--- src/rtl/data_word_access.sv ---
// data_word_access: load/store sequencer between the IL execution stage and
// the data word memory. Serves one LD/ST/INC/DEC request at a time, absorbs
// the memory's one-cycle registered-address read latency and gives INC/DEC
// an atomic read-modify-write.
// Optional feature macro: DATA_WORD_ACCESS_BOUNDS_CHECK_EN (rejects requests
// with REQ_ADDR >= DEPTH through a one-cycle ERR state).
module data_word_access #(
    parameter int AW    = 16,
    parameter int DW    = 32,
    parameter int DEPTH = 32
) (
    input  logic          CLK,
    input  logic          RST,
    input  logic          REQ_VALID,
    output logic          REQ_READY,
    input  logic [1:0]    REQ_OP,
    input  logic [AW-1:0] REQ_ADDR,
    input  logic [DW-1:0] REQ_DATA,
    output logic          RSP_VALID,
    output logic [DW-1:0] RSP_DATA,
    output logic          RSP_ERR,
    output logic [AW-1:0] MEM_A,
    output logic          MEM_WE,
    output logic [DW-1:0] MEM_DI,
    input  logic [DW-1:0] MEM_DQ
);

    localparam logic [1:0] OP_LD  = 2'b00;
    localparam logic [1:0] OP_ST  = 2'b01;
    localparam logic [1:0] OP_INC = 2'b10;

    // A memory with no words is meaningless; catch it at elaboration.
    if (DEPTH < 1) begin : g_bad_depth
        $error("data_word_access: DEPTH must be at least 1");
    end

`ifdef DATA_WORD_ACCESS_BOUNDS_CHECK_EN
    typedef enum logic [2:0] {
        S_IDLE = 3'd0,
        S_RD   = 3'd1,
        S_CAP  = 3'd2,
        S_WR   = 3'd3,
        S_ERR  = 3'd4
    } state_t;

    // One extra bit so DEPTH == 2**AW is representable.
    localparam logic [AW:0] DEPTH_LIM = (AW+1)'(DEPTH);
    logic addr_oob;
    assign addr_oob = ({1'b0, REQ_ADDR} >= DEPTH_LIM);
    logic rsp_err_q, rsp_err_d;
`else
    typedef enum logic [1:0] {
        S_IDLE = 2'd0,
        S_RD   = 2'd1,
        S_CAP  = 2'd2,
        S_WR   = 2'd3
    } state_t;
`endif

    state_t        state_q, state_d;
    logic [1:0]    op_q, op_d;
    logic [AW-1:0] addr_q, addr_d;
    logic [DW-1:0] data_q, data_d;
    logic          rsp_valid_q, rsp_valid_d;
    logic [DW-1:0] rsp_data_q, rsp_data_d;

    assign REQ_READY = (state_q == S_IDLE);
    assign MEM_A     = addr_q;
    assign MEM_DI    = data_q;
    // Reset in the WR cycle must suppress the pending write.
    assign MEM_WE    = (state_q == S_WR) & ~RST;
    assign RSP_VALID = rsp_valid_q;
    assign RSP_DATA  = rsp_data_q;
`ifdef DATA_WORD_ACCESS_BOUNDS_CHECK_EN
    assign RSP_ERR   = rsp_err_q;
`else
    assign RSP_ERR   = 1'b0;
`endif

    // Next-state, request latching and response generation.
    always_comb begin
        state_d     = state_q;
        op_d        = op_q;
        addr_d      = addr_q;
        data_d      = data_q;
        rsp_valid_d = 1'b0;
        rsp_data_d  = rsp_data_q;
`ifdef DATA_WORD_ACCESS_BOUNDS_CHECK_EN
        rsp_err_d   = rsp_err_q;
`endif
        case (state_q)
            S_IDLE: begin
                if (REQ_VALID) begin
                    op_d   = REQ_OP;
                    addr_d = REQ_ADDR;
                    data_d = REQ_DATA;
`ifdef DATA_WORD_ACCESS_BOUNDS_CHECK_EN
                    if (addr_oob)
                        state_d = S_ERR;
                    else
`endif
                    if (REQ_OP == OP_ST)
                        state_d = S_WR;
                    else
                        state_d = S_RD;
                end
            end
            // Memory latches addr_q on the edge leaving RD.
            S_RD: state_d = S_CAP;
            // MEM_DQ now holds the word at addr_q.
            S_CAP: begin
                if (op_q == OP_LD) begin
                    rsp_valid_d = 1'b1;
                    rsp_data_d  = MEM_DQ;
`ifdef DATA_WORD_ACCESS_BOUNDS_CHECK_EN
                    rsp_err_d   = 1'b0;
`endif
                    state_d     = S_IDLE;
                end else begin
                    // Step value lives in data_q; result wraps mod 2**DW.
                    data_d  = (op_q == OP_INC) ? (MEM_DQ + data_q) : (MEM_DQ - data_q);
                    state_d = S_WR;
                end
            end
            // Write happens on the edge leaving WR; respond with written value.
            S_WR: begin
                rsp_valid_d = 1'b1;
                rsp_data_d  = data_q;
`ifdef DATA_WORD_ACCESS_BOUNDS_CHECK_EN
                rsp_err_d   = 1'b0;
`endif
                state_d     = S_IDLE;
            end
`ifdef DATA_WORD_ACCESS_BOUNDS_CHECK_EN
            S_ERR: begin
                rsp_valid_d = 1'b1;
                rsp_data_d  = '0;
                rsp_err_d   = 1'b1;
                state_d     = S_IDLE;
            end
`endif
            default: state_d = S_IDLE;
        endcase
    end

    // State and datapath registers with synchronous reset.
    always_ff @(posedge CLK) begin
        if (RST) begin
            state_q     <= S_IDLE;
            op_q        <= '0;
            addr_q      <= '0;
            data_q      <= '0;
            rsp_valid_q <= 1'b0;
            rsp_data_q  <= '0;
`ifdef DATA_WORD_ACCESS_BOUNDS_CHECK_EN
            rsp_err_q   <= 1'b0;
`endif
        end else begin
            state_q     <= state_d;
            op_q        <= op_d;
            addr_q      <= addr_d;
            data_q      <= data_d;
            rsp_valid_q <= rsp_valid_d;
            rsp_data_q  <= rsp_data_d;
`ifdef DATA_WORD_ACCESS_BOUNDS_CHECK_EN
            rsp_err_q   <= rsp_err_d;
`endif
        end
    end

endmodule

--- config.mk ---
export PLATFORM = sky130hd
export DESIGN_NAME = data_word_access
export DESIGN_NICKNAME = d
export VERILOG_FILES = /design/src/rtl/data_word_access.sv
export SDC_FILE = /design/constraint.sdc
export NUM_CORES = 1
export LEC_CHECK = 0
export CAP_MARGIN = 40
export CORE_UTILIZATION = 53
export DETAILED_ROUTE_END_ITERATION = 8
export HOLD_SLACK_MARGIN = 0.15
export PLACE_DENSITY = 0.95
export SLEW_MARGIN = 30
export SYNTH_ARGS = -nofsm -noshare
export SYNTH_HDL_FRONTEND = slang
export SYNTH_SLANG_ARGS = --single-unit
--- constraint.sdc ---
create_clock -name CLK -period 10.29 [get_ports CLK]
set_input_delay 1.029 -clock CLK [delete_from_list [all_inputs] [get_ports CLK]]
set_output_delay 1.029 -clock CLK [all_outputs]
set_load 0.1 [all_outputs]
### Word level (Yosys, flattened, before mapping)

Cells that the tools add are included.

| storage, ports and cells | value |
|---|---|
| bits in registers | 85 |
| input bits | 85 |
| logic and storage cells | 37 |

| cells by class | value |
|---|---|
| add/subtract/negate cells | 2 |
| eq/ne operators | 8 |
| multiplexer cells | 12 |
| bitwise logic cells | 2 |
| reductions and logical operators | 7 |

Operator list:

| cell | count |
|---|---|
| 32-bit two-way mux | 4 |
| 32-bit case mux with 2 select lines | 2 |
| 32-bit adder | 1 |
| 32-bit subtractor | 1 |
| 2-bit case mux with 4 select lines | 1 |
| 2-bit equality test, second input constant | 3 |
| 2-bit two-way mux | 3 |
| 2-bit != test, second input constant | 3 |
| 2-bit by 1-bit equality test with 1-bit output, second input constant | 2 |
| 2-bit logical NOT | 2 |
| 2-bit AND reduction | 2 |
| 2-bit nonzero test | 2 |
| 3-bit AND reduction | 1 |
| 1-bit case mux with 2 select lines | 1 |
| 1-bit AND | 1 |
| 1-bit two-way mux | 1 |
| 1-bit inverter | 1 |

### Longest topological paths before layout

Gate-level depths: netlist (run 1).

| depth | value |
|---|---|
| depth after elaboration | 4 |
| mapped depth | 17 |

### Least setup slack after synthesis (run 1)

OpenSTA, ideal clock, no wires.

| path | value |
|---|---|
| kind | register to register |
| start point | register data_q[10], in the netlist MEM_DI[10] |
| end point | register data_q[31], in the netlist MEM_DI[31] |
| arrival | 4.459 ns |
| required time | 10.157 ns |
| setup slack | 5.698 ns |
| cell stages (with the launch flop) | 15 |
| clock period less this slack | 4.592 ns |
| path through | dfxtp_1 -> or4_4 -> or3_4 -> or4_4 -> or2_1 -> nand2b_4 -> o41ai_2 -> xnor2_1 -> ha_1 -> a21o_1 -> or3_1 -> nand2b_1 -> o31ai_1 -> xnor2_1 -> o22ai_1 |

| between the ends | value |
|---|---|
| word-level cells in the longest chain between the ends | 4 |

RTL lines:

| element | RTL line | RTL |
|---|---|---|
| start: declaration | 63 | `logic [DW-1:0] data_q, data_d;` |
| start signal: assignment | 162 | `data_q <= data_d;` |
| 32-bit subtractor or 32-bit adder (tied branches) | 121 | `data_d = (op_q == OP_INC) ? (MEM_DQ + data_q) : (MEM_DQ - data_q);` |
| 32-bit two-way mux * | 121 |  |
| 32-bit two-way mux * | 112 | `if (op_q == OP_LD) begin` |
| 32-bit case mux with 2 select lines * | 91 | `case (state_q)` |

Mark *: on every way between the ends. The rest lies on a longest branch, timed or not. The select of a mux whose other input is x is not followed.
A chain may end at the register's enable or synchronous reset.

### Worst setup path after layout (run 1)

Same ends and word-level chain as after synthesis.

==> impl_results.md, run 1 <==
- Run status: finished, final reports clean
- Fin. Hold Viols: 0
- Core ar.: 0.01089 sq mm
- RSZ-0062 raised after global routing: false
- Fin crit share: 43.70%
- Cells after Synth: 795
- Later-pin clock latency in the skew report: 0.38 ns
- Fmax: 0.2224 GHz
- Hold EP: MEM_A[3]
- Reg2reg start: MEM_DI[10]
- RR Endpoint: MEM_DI[31]
- Starting density of the core: 54.60%
- Slowest stage cell, crit path: or4_4
- # H-tree levels: 3
- Area of the multi-input gates: 0.004020 sq mm
- Final min period: 4.497 ns
- Placer Congestion: 0.9473
- Total gr overflow: 0
- Slew headroom: 43.81%
- Die area: 0.01164 sq mm
- ANT nets after route: 0
- Resize count post-CTS: 0
- Worst-Margin Slew: 0.8429 ns
- CP Capture Type: flop
- Drt pass-1 iters: 7
- Hold buffer count at cts: 0
- Critical path's largest stage delay: 0.59 ns
- Vias per std cell: 6.485
- DR iter-0 viols: 861
- Critical-path cell list: or4_4, or3_4, or4_4, or2_1, o41ai_1, xnor2_1, ha_1, a21oi_1, o21ai_0, or3_1, nand2b_1, o31ai_1, xnor2_1, o22ai_1
- Maximum fanout along the worst path: 8
- Post-CTS Setup Repair Bufs: 0
- Slew Limit Fails: 0
- Die W: 107.9 um
- Max Cap Violations: 0
- Reg clk slew, reported paths: 0.09 ns
- Final TNS setup: 0 ns
- Die height: 107.9 um
- Clk_skew: 0.006047 ns
- CP startpoint kind: flop
- Antenna cells: 0
- Endpoints failing setup: 0
- PwrDens: 222.6 mW/mm^2
- Netlist cell types: 60
- Initial antenna violation count: 0
- Uppermost routed layer: met4
- # nets final: 1138
- Length of routed met3 wiring: 2759 um
- Max VDD drop: 140.6 uV
- HP Class: flop to flop
- First-pass GRT wire length: 38720 um
- Area grow syn2layout: 54.30%
- CTS tree: built
- CP delay by family, top: simple AND/OR/NAND/NOR gates
- Crit path from: MEM_DI[10]
- Num ports: 169
- Largest net degree at the start of global routing: 49
- Leak pwr: 3.597 nW
- Ys async rst share: 0%
- Routed WL per cell: 21.47 um
- R2r setup slk: 5.79 ns
- CP required: 10.53 ns
- Final Core Density: 84.25%
- # fillers: 644
- Warnings from Yosys: 0
- Via count: 7523
- Total Wirelength: 24910 um
- Post-Syn Nets: 918
- Critical path data arrival time: 4.73 ns
- Layout cells sized above 1: 11.76%
- Clock Path Buffers: 2
- Setup WS post-layout: 5.793 ns
- DP Worst Slack: 5.881 ns
- WS Path Type: flop to flop
- Count of state elements after synthesis: 85
- Post-synth EDFFs: 0
- Syn Area/Cell: 7.477 sq um
- Port bufs: 167
- Cts bufs inserted: 9
- Reg area: 0.001702 sq mm
- Main synth FF type: dfxtp_1
- Reg2Reg Depth: 14
- Vias in the first global route: 7565
- Cell Rows: 38
- Netlist Area Pre-Place: 0.005944 sq mm
- CTS root buf: clkbuf_8
- Met1 Routed Length: 8725 um
- HP Start: MEM_A[3]
- Sequential area share after synthesis: 28.63%
- CTS sink cnt: 85
- GRT Total Usage: 43.69%
- Buf/Inv on CP: 0
- DPL Wire Length: 18570 um
- Hold depth: 2
- Drt drc: 0
- DR WL met2: 12060 um
-- power breakdown --
part           internal [mW]  total [mW]  switching [mW]
clock                  0.127       0.259           0.132
sequential             0.374       0.433          0.0598
combinational          0.494        1.35           0.856
total                  0.995        2.04            1.05
-- per-layer routing --
layer  vias up  global-route usage [%]
met5         -                       0
met4         0                   27.01
met3       148                   14.04
met2       605                   71.89
met1      3431                   48.99
li1       3339                       -
-- per-stage QoR --
stage | cells | hold WS (ns) | power, mW | instance area, sq um
after floorplan | 795 | 0.4580 | 1.294 | 5944
after CTS | 1160 | 0.4598 | 2.009 | 9173
after global routing | 1160 | 0.4918 | 2.123 | 9173
after detailed placement | 1144 | 0.4486 | 1.748 | 8962
after global placement | 1059 | 0.4407 | 1.556 | 7669
final | 1160 | 0.4593 | 2.042 | 9173
-- cell usage in the layout (no fill, tap or decap), types with 4 or more instances in the layout --
cell type,instances
or3_1,6
o31ai_1,5
a21oi_1,75
nand2_1,128
clkbuf_8,11
o41ai_1,5
o21bai_1,4
o21ai_1,6
dfxtp_1,85
nand4_1,7
clkdlybuf4s50_1,166
nand3_1,41
a311oi_1,39
a21o_1,13
inv_1,10
a211oi_1,12
a31oi_1,8
o211ai_1,5
nor2b_1,4
xnor2_1,34
xor2_1,22
and3_1,10
o21ai_0,32
o22ai_1,8
or4_1,5
nand2b_1,5
nor3_1,12
ha_1,37
and2_1,4
nor2_1,76
buf_8,82
buf_4,10
-- kinds of logic after synthesis --
logic type / synth area share [%]
AO/OA/AOI/OAI: 26.88
XOR/XNOR: 8.525
adder cells (fa/ha/maj): 8.125
buffers and inverters: 3.978
flip-flops: 28.63
multiplexers: 0.1684
other: 0.06308
AND/OR/NAND/NOR: 23.64
-- state kept, by name (all words and copies together) (netlist names) --
register and cells:
RSP_DATA 32, op_q 2, MEM_DI 32, state_q 2, MEM_A 16, RSP_VALID 1
-- worst register-to-register path, cell delays in order, from the launching register on --
cell and delay [ns]:
dfxtp_1 0.41, or4_4 0.59, or3_4 0.37, or4_4 0.47, or2_1 0.28, o41ai_1 0.31, xnor2_1 0.17, ha_1 0.31
a21oi_1 0.20, o21ai_0 0.22, or3_1 0.41, nand2b_1 0.15, o31ai_1 0.24, xnor2_1 0.16, o22ai_1 0.10
-- synth_stat cells (8+ instances only) --
library cell | count | area [sq um]
a21o_1 | 13 | 97.59
clkbuf_1 | 45 | 168.9
and3_1 | 10 | 62.56
inv_1 | 10 | 37.54
nand2_1 | 128 | 480.5
xnor2_1 | 34 | 297.8
a211oi_1 | 13 | 97.59
o22ai_1 | 8 | 50.05
a311oi_1 | 39 | 341.6
dfxtp_1 | 85 | 1702
o21ai_0 | 32 | 160.2
a31oi_1 | 8 | 50.05
nor2_1 | 76 | 285.3
ha_1 | 37 | 462.9
nor3_1 | 12 | 60.06
nand3_1 | 41 | 205.2
xor2_1 | 22 | 192.7
a21oi_1 | 75 | 375.4
-- area by class of cell --
cell class,instances,area share [%]
clock inverter,4,0.6002
clock buffer,12,1.691
sequential,85,18.55
tap,140,1.910
timing repair buffer,261,33.01
inverter,10,0.4092
multi-input combinational,648,43.83
-- worst max path at each step --
stage,endpoint,slack (ns),cells past startpoint
final,MEM_DI[31],5.79,14
after CTS,MEM_DI[31],5.86,14
after global routing,MEM_DI[31],5.60,14
after floorplan,MEM_DI[31],5.70,14
after global placement,MEM_DI[31],5.98,14
after detailed placement,MEM_DI[31],5.88,14
(Power assumes the default switching activity.)
==> run 2, diff against run 1 <==
--- a/config.mk
+++ b/config.mk
@@ -6,10 +6,10 @@
 export NUM_CORES = 1
 export LEC_CHECK = 0
 export CAP_MARGIN = 40
-export CORE_UTILIZATION = 53
+export CORE_UTILIZATION = 44
 export DETAILED_ROUTE_END_ITERATION = 8
 export HOLD_SLACK_MARGIN = 0.15
-export PLACE_DENSITY = 0.95
+export PLACE_DENSITY = 0.88
 export SLEW_MARGIN = 30
 export SYNTH_ARGS = -nofsm -noshare
 export SYNTH_HDL_FRONTEND = slang
==> constraint.sdc (replaced) <==
create_clock -name CLK -period 3.65 [get_ports CLK]
set_input_delay 0.365 -clock CLK [delete_from_list [all_inputs] [get_ports CLK]]
set_output_delay 0.365 -clock CLK [all_outputs]
set_load 0.1 [all_outputs]
==> run 2 against run 1 <==
  * Total power rose to 3.6 times the previous value
  * Clock skew rose by 0.0050 ns
  * Non-clock buffer count rose by 116
  * Clock power rose to 3.9 times the previous value
  * The run now ends with setup timing left
  * Sequential power rose to 2.8 times the previous value
  * Setup slack got worse by 6.4 ns
  * First-iteration DRC count rose by 71%
  * Wire length rose by 25%
  * Count of clock-buffer cells in the layout fell by 3
==> impl_results.md, run 2 (synthesized netlist as in run 1, its figures left out) <==
- Run status: finished with violations
- Failing checks: setup timing
- Slew Limit Fails: 0 (unchanged)
- Length of routed met3 wiring: 3837 um (+39%)
- Later-pin clock latency in the skew report: 0.37 ns (about the same)
- Reg2reg start: MEM_DI[10]
- Most frequent cells in the layout: 164 x clkdlybuf4s50_1, 123 x nand2_1, 119 x buf_4, 76 x buf_8, 72 x dfxtp_1
- Starting density of the core: 45.07% (-9.5 points)
- Crit path from: MEM_DI[10]
- Total Wirelength: 31020 um (+25%)
- Vias per std cell: 6.703 (+3.4%)
- Reg clk slew, reported paths: 0.07 ns (-0.02 ns)
- Die W: 118.2 um (+9.6%)
- Most common cell after layout, fill and taps aside: clkdlybuf4s50_1
- Met1 Routed Length: 10420 um (+19%)
- Critical-path cell list: or4_4, or3_4, or4_4, or2_4, nand2b_4, o41ai_4, xnor2_1, ha_1, a21o_1, buf_4, buf_4, a31oi_1, xor2_1, o21ai_0, a21o_1
- Endpoints failing setup: 16 (+16)
- CP startpoint kind: flop
- Slowest stage cell, crit path: or4_4
- Via count: 8794 (+17%)
- Clock Path Buffers: 2 (unchanged)
- Cell Rows: 42 (+11%)
- HP Start: MEM_A[7]
- # fillers: 662 (+2.8%)
- Buf/Inv on CP: 2 (+2)
- Cts bufs inserted: 9 (unchanged)
- RSZ-0062 raised after global routing: true
- GRT Total Usage: 37.03% (-6.7 points)
- Maximum fanout along the worst path: 4 (-4)
- Core ar.: 0.01319 sq mm (+21%)
- # nets final: 1254 (+10%)
- NetSw: 3.661 mW (+250%)
- ANT nets after route: 0 (unchanged)
- Initial antenna violation count: 0 (unchanged)
- Placer Congestion: 0.9827 (+3.7%)
- Internal power: 3.622 mW (+260%)
- Worst-Margin Slew: 0.7956 ns (-0.04734 ns)
- Max VDD drop: 315.6 uV (+120%)
- Fmax: 0.2353 GHz (+5.8%)
- Uppermost routed layer: met4
- DR iter-0 viols: 1476 (+71%)
- CP Capture Type: flop
- Sw Ratio: 50.27% (-1.0 points)
- Clock power share: 13.9% (+1.2 points)
- CP delay by family, top: simple AND/OR/NAND/NOR gates
- Largest net degree at the start of global routing: 86 (+76%)
- Port bufs: 167 (unchanged)
- Reg power frac: 16.6% (-4.6 points)
- Fin crit share: 116.5% (+73 points)
- First-pass GRT wire length: 40760 um (+5.3%)
- Antenna cells: 0 (unchanged)
- DPL Wire Length: 18780 um (+1.1%)
- CTS tree: built
- Drt pass-1 iters: 6 (-1)
- Die height: 118.2 um (+9.6%)
- Layout cells sized above 1: 29.14% (+17 points)
- Fin. Hold Viols: 0 (unchanged)
- Drt drc: 0 (unchanged)
- PwrDens: 670.5 mW/mm^2 (+200%)
- Setup WS post-layout: -0.6005 ns (-6.394 ns)
- Leak pwr: 4.419 nW (+23%)
- Post-route cell area: 0.01086 sq mm (+18%)
- Vias in the first global route: 8018 (+6.0%)
- Die area: 0.01398 sq mm (+20%)
- Area grow syn2layout: 82.74%
- Critical path data arrival time: 4.52 ns (-0.21 ns)
- CP required: 3.92 ns (-6.61 ns)
- CTS root buf: clkbuf_16
- Cell Count, Final, Fillers Out: 1312 (+13%)
- Routed WL per cell: 23.64 um (+10%)
- WS Path Type: flop to flop
- Placed insts: 1275 (+11%)
- HP Class: flop to flop
- Critical path's largest stage delay: 0.53 ns (-0.06 ns)
- Total gr overflow: 0 (unchanged)
- DR WL met2: 13960 um (+16%)
- Comb pwr share: 69.5% (+3.4 points)
- Max Cap Violations: 0 (unchanged)
- CTS sink cnt: 85 (unchanged)
- Final min period: 4.251 ns (-0.2463 ns)
- Num ports: 169 (unchanged)
- Clk_skew: 0.01108 ns (+0.005032 ns)
- Slew headroom: 46.96% (+3.2 points)
- Post-DP Area: 0.009818 sq mm (+9.5%)
- # H-tree levels: 3 (unchanged)
## run 2: worst register-to-register path: cells and delay by family, from the launching register on
kind / cells / cell delay, ns
AO/OA/AOI/OAI: 5 / 1.07
XOR/XNOR: 2 / 0.36
adder cells (fa/ha/maj): 1 / 0.36
buffers and inverters: 2 / 0.28
flip-flops: 1 / 0.34
AND/OR/NAND/NOR: 5 / 1.75
## run 2: stage by stage
stage                     util, %  setup slack (ns)  TNS [ns]  total power, mW  hold slack, ns
after floorplan                 -           -0.5784    -3.144            3.666          0.4580
final                       82.36           -0.6005    -5.688            7.284          0.4548
after detailed placement    74.44           -0.5953    -5.520            5.355          0.4459
after global placement      64.53           -0.5294    -4.172            4.819          0.4413
after CTS                   78.55           -0.4470    -3.447            6.518          0.4556
after global routing        82.36           -0.7077    -7.450            7.459          0.4739
## run 2: layout make-up
cell class              instances  area (sq um)  share of cell area (%)
flip-flops and latches         85          1725                   15.88
repair buffers                377          3996                   36.79
clock inverters                 7         90.09                  0.8293
clock buffers                   9         225.2                   2.073
inverters                      10         37.54                  0.3455
multi-input cells             648          4568                   42.05
well taps                     176         220.2                   2.027
## run 2: path summary, 6_finish.rpt
check | to | slack [ns] | depth (start not counted)
max reg2reg | MEM_DI[29] | -0.60 | 15
min reg2reg | MEM_A[7] | 0.45 | 2
min | MEM_A[7] | 0.45 | 2
max | MEM_DI[29] | -0.60 | 15
## run 2: timing repair
item / 4_1_cts / 5_1_grt
resized for setup: 41 / 75
pin swaps: 29 / 57
setup endpoints to repair: 18 / 20
gates cloned: 0 / 0
setup buffers: 6 / 16
hold buffers: 0 / 0
## run 2: power by group through the flow
stage | clock (mW) | combinational, mW | sequential [mW]
2_1_floorplan | 0 | 1.61 | 2.05
3_3_place_gp | 0 | 3.62 | 1.20
3_5_place_dp | 0 | 4.15 | 1.20
4_1_cts | 1.00 | 4.33 | 1.18
5_1_grt | 1.05 | 5.19 | 1.21
6_report | 1.02 | 5.06 | 1.21
## run 2: metal layers
layer / GRT usage (%) / vias up
met2: 61.47 / 900
met1: 42.60 / 3994
met5: 0 / -
li1: - / 3571
met4: 25.96 / 0
met3: 7.529 / 329
==> run 3, diff against run 2 <==
--- a/config.mk
+++ b/config.mk
@@ -6,10 +6,12 @@
 export NUM_CORES = 1
 export LEC_CHECK = 0
 export CAP_MARGIN = 40
+export CORE_ASPECT_RATIO = 1.75
 export CORE_UTILIZATION = 44
 export DETAILED_ROUTE_END_ITERATION = 8
 export HOLD_SLACK_MARGIN = 0.15
 export PLACE_DENSITY = 0.88
+export REMOVE_ABC_BUFFERS = 1
 export SLEW_MARGIN = 30
 export SYNTH_ARGS = -nofsm -noshare
 export SYNTH_HDL_FRONTEND = slang
==> run 3 against run 2 <==
  * The flow still finishes with violations (setup timing)
  * Utilization is 0.065 points higher
  * Critical path depth is 1 higher
  * Maximum frequency is 5.9% lower
  * Sequential share of layout area is 0.082 points lower
  * Cell count is 0.38% higher
  * Clock power is 6% lower
  * Final area is 0.79% lower
==> impl_results.md, run 3 (synthesized netlist as in run 1, its figures left out) <==
- Most frequent cells in the layout: 164 x clkdlybuf4s50_1, 130 x buf_4, 126 x nand2_1, 84 x dfxtp_1, 76 x buf_8
- Cts bufs inserted: 9 (unchanged)
- Crit path depth: 16 (+1)
- Max VDD drop: 535.5 uV (+70%)
- HP Class: flop to flop
- PwrDens: 652.4 mW/mm^2 (-2.7%)
- DP Worst Slack: -0.5123 ns (+0.08301 ns)
- Die area: 0.01400 sq mm (+0.13%)
- Met2 usage: 69.82% (+8.3 points)
- CP delay by family, top: simple AND/OR/NAND/NOR gates
- Hold depth: 2 (unchanged)
- Drt drc: 0 (unchanged)
- Worst-Margin Slew: 0.8159 ns (+0.02033 ns)
- Vias in the first global route: 8408 (+4.9%)
- CTS sink cnt: 85 (unchanged)
- Slew headroom: 45.61% (-1.4 points)
- Largest net degree at the start of global routing: 54 (-37%)
- Run status: finished with violations
- DR iter-0 viols: 792 (-46%)
- Fin crit share: 123.7% (+7.3 points)
- Drt pass-1 iters: 6 (unchanged)
- CTS root buf: clkbuf_16
- # H-tree levels: 3 (unchanged)
- Vias per std cell: 6.390 (-4.7%)
- Leak pwr: 4.423 nW (about the same)
- DPL Wire Length: 19690 um (+4.8%)
- Starting density of the core: 45.46% (+0.40 points)
- Slew Limit Fails: 0 (unchanged)
- Later-pin clock latency in the skew report: 0.36 ns (about the same)
- GRT Total Usage: 38.18% (+1.1 points)
- Routed WL per cell: 22.45 um (-5.1%)
- Clock Path Buffers: 2 (unchanged)
- Cell Rows: 55 (+31%)
- Core ar.: 0.01308 sq mm (-0.87%)
- Critical-path cell list: or4_4, or3_4, or4_4, or2_4, nand2b_4, o21ai_1, xnor2_1, ha_1, buf_4, o21ai_0, a21oi_1, o32ai_4, o21ai_1, o31ai_4, xnor2_1, o22ai_1
- Setup WS post-layout: -0.8655 ns (-0.2649 ns)
- Reg2Reg Depth: 16 (+1)
- Maximum fanout along the worst path: 5 (+1)
- ANT nets after route: 0 (unchanged)
- Area of the multi-input gates: 0.004478 sq mm (-2.0%)
- Antenna cells: 0 (unchanged)
- M1 GR Usage: 36.91% (-5.7 points)
- Hold WS: 0.4678 ns (+0.01304 ns)
- Critical path's largest stage delay: 0.52 ns (about the same)
- Die W: 89.87 um (-24%)
- # fillers: 689 (+4.1%)
- CP required: 3.86 ns (-0.06 ns)
- R2r setup slk: -0.87 ns (-0.26 ns)
- CP startpoint kind: flop
- Reg clk slew, reported paths: 0.08 ns (about the same)
- Buf/Inv on CP: 1 (-1)
- WS Path Type: flop to flop
- Final Core Density: 82.42% (about the same)
- Slowest stage cell, crit path: or4_4
- CP Capture Type: flop
- Fin. Hold Viols: 0 (unchanged)
- Failing checks: setup timing
- Max Cap Violations: 0 (unchanged)
- Die height: 155.8 um (+32%)
- Endpoints failing setup: 11 (-5)
- Total Wirelength: 29560 um (-4.7%)
- Num ports: 169 (unchanged)
- Most common cell after layout, fill and taps aside: clkdlybuf4s50_1
- Total gr overflow: 0 (unchanged)
- Final min period: 4.515 ns (+0.2649 ns)
- Layout cells sized above 1: 27.23% (-1.9 points)
- Port bufs: 167 (unchanged)
- Critical path data arrival time: 4.73 ns (+0.21 ns)
- CTS tree: built
- Fmax: 0.2215 GHz (-5.9%)
- Via count: 8415 (-4.3%)
- Placer Congestion: 0.9793 (-0.35%)
- Reg area: 0.001703 sq mm (-1.3%)
- GRT met3 Usage: 7.992% (+0.46 points)
- GRT Max-Usage Layer: met2
- RSZ-0062 raised after global routing: true
- Initial antenna violation count: 0 (unchanged)
- Clk_skew: 0.01274 ns (+0.001660 ns)
- Area grow syn2layout: 81.29%
- # nets final: 1264 (+0.80%)
- First-pass GRT wire length: 42040 um (+3.1%)
-- run 3: changes by cell type in the layout (fill, tap and decap cells not counted), moves of 6 or more --
cell and delta:
dfxtp_1 +12, buf_4 +11, xnor2_2 -6, xnor2_1 +6, o21ai_2 -6, dfxtp_2 -9
-- run 3: worst min-delay path: stages (launching register included) --
cell and delay, ns:
dfxtp_1 0.31, nand2_1 0.05, a21oi_1 0.06
-- run 3: through the flow --
stage	std cells	area (sq um)	setup TNS [ns]	power [mW]
after floorplan	743	5746	-8.009	3.614
after global placement	1205	8591	-2.891	4.930
after detailed placement	1286	9869	-3.624	5.426
after CTS	1306	10350	-3.051	6.494
after global routing	1317	10780	-7.936	7.271
final	1317	10780	-6.680	7.031
-- run 3: where the power goes --
part | switching [mW] | internal, mW
Sequential | 0.128 | 1.05
Combinational | 2.87 | 2.02
Clock | 0.471 | 0.488
-- run 3: worst paths after layout --
kind | startpoint | end
hold reg to reg | MEM_A[15] | MEM_A[15]
setup reg to reg | MEM_DI[10] | MEM_DI[31]
hold / removal | MEM_A[15] | MEM_A[15]
setup / recovery | MEM_DI[10] | MEM_DI[31]
-- run 3: routing by layer --
layer	vias to the layer above	part of all wire [%]	routed length, um
met5	-	0	0
met4	0	8.9	2632
met3	262	9.8	2888
met2	654	50	14680
met1	3906	32	9362
li1	3593	-	-
-- run 3: layout make-up --
class	count	share of cell area (%)
multi-input cells	648	41.55
inverters	10	0.3483
flip-flops and latches	85	15.80
well taps	171	1.985
repair buffers	387	37.51
clock inverters	7	0.7082
clock buffers	9	2.090
-- run 3: repair_timing --
| item | in CTS | in global routing |
|---|---|---|
| pin swaps | 8 | 43 |
| setup buffers | 4 | 14 |
| hold buffers | 0 | 0 |
| setup endpoints to repair | 15 | 18 |
| resized for setup | 35 | 67 |
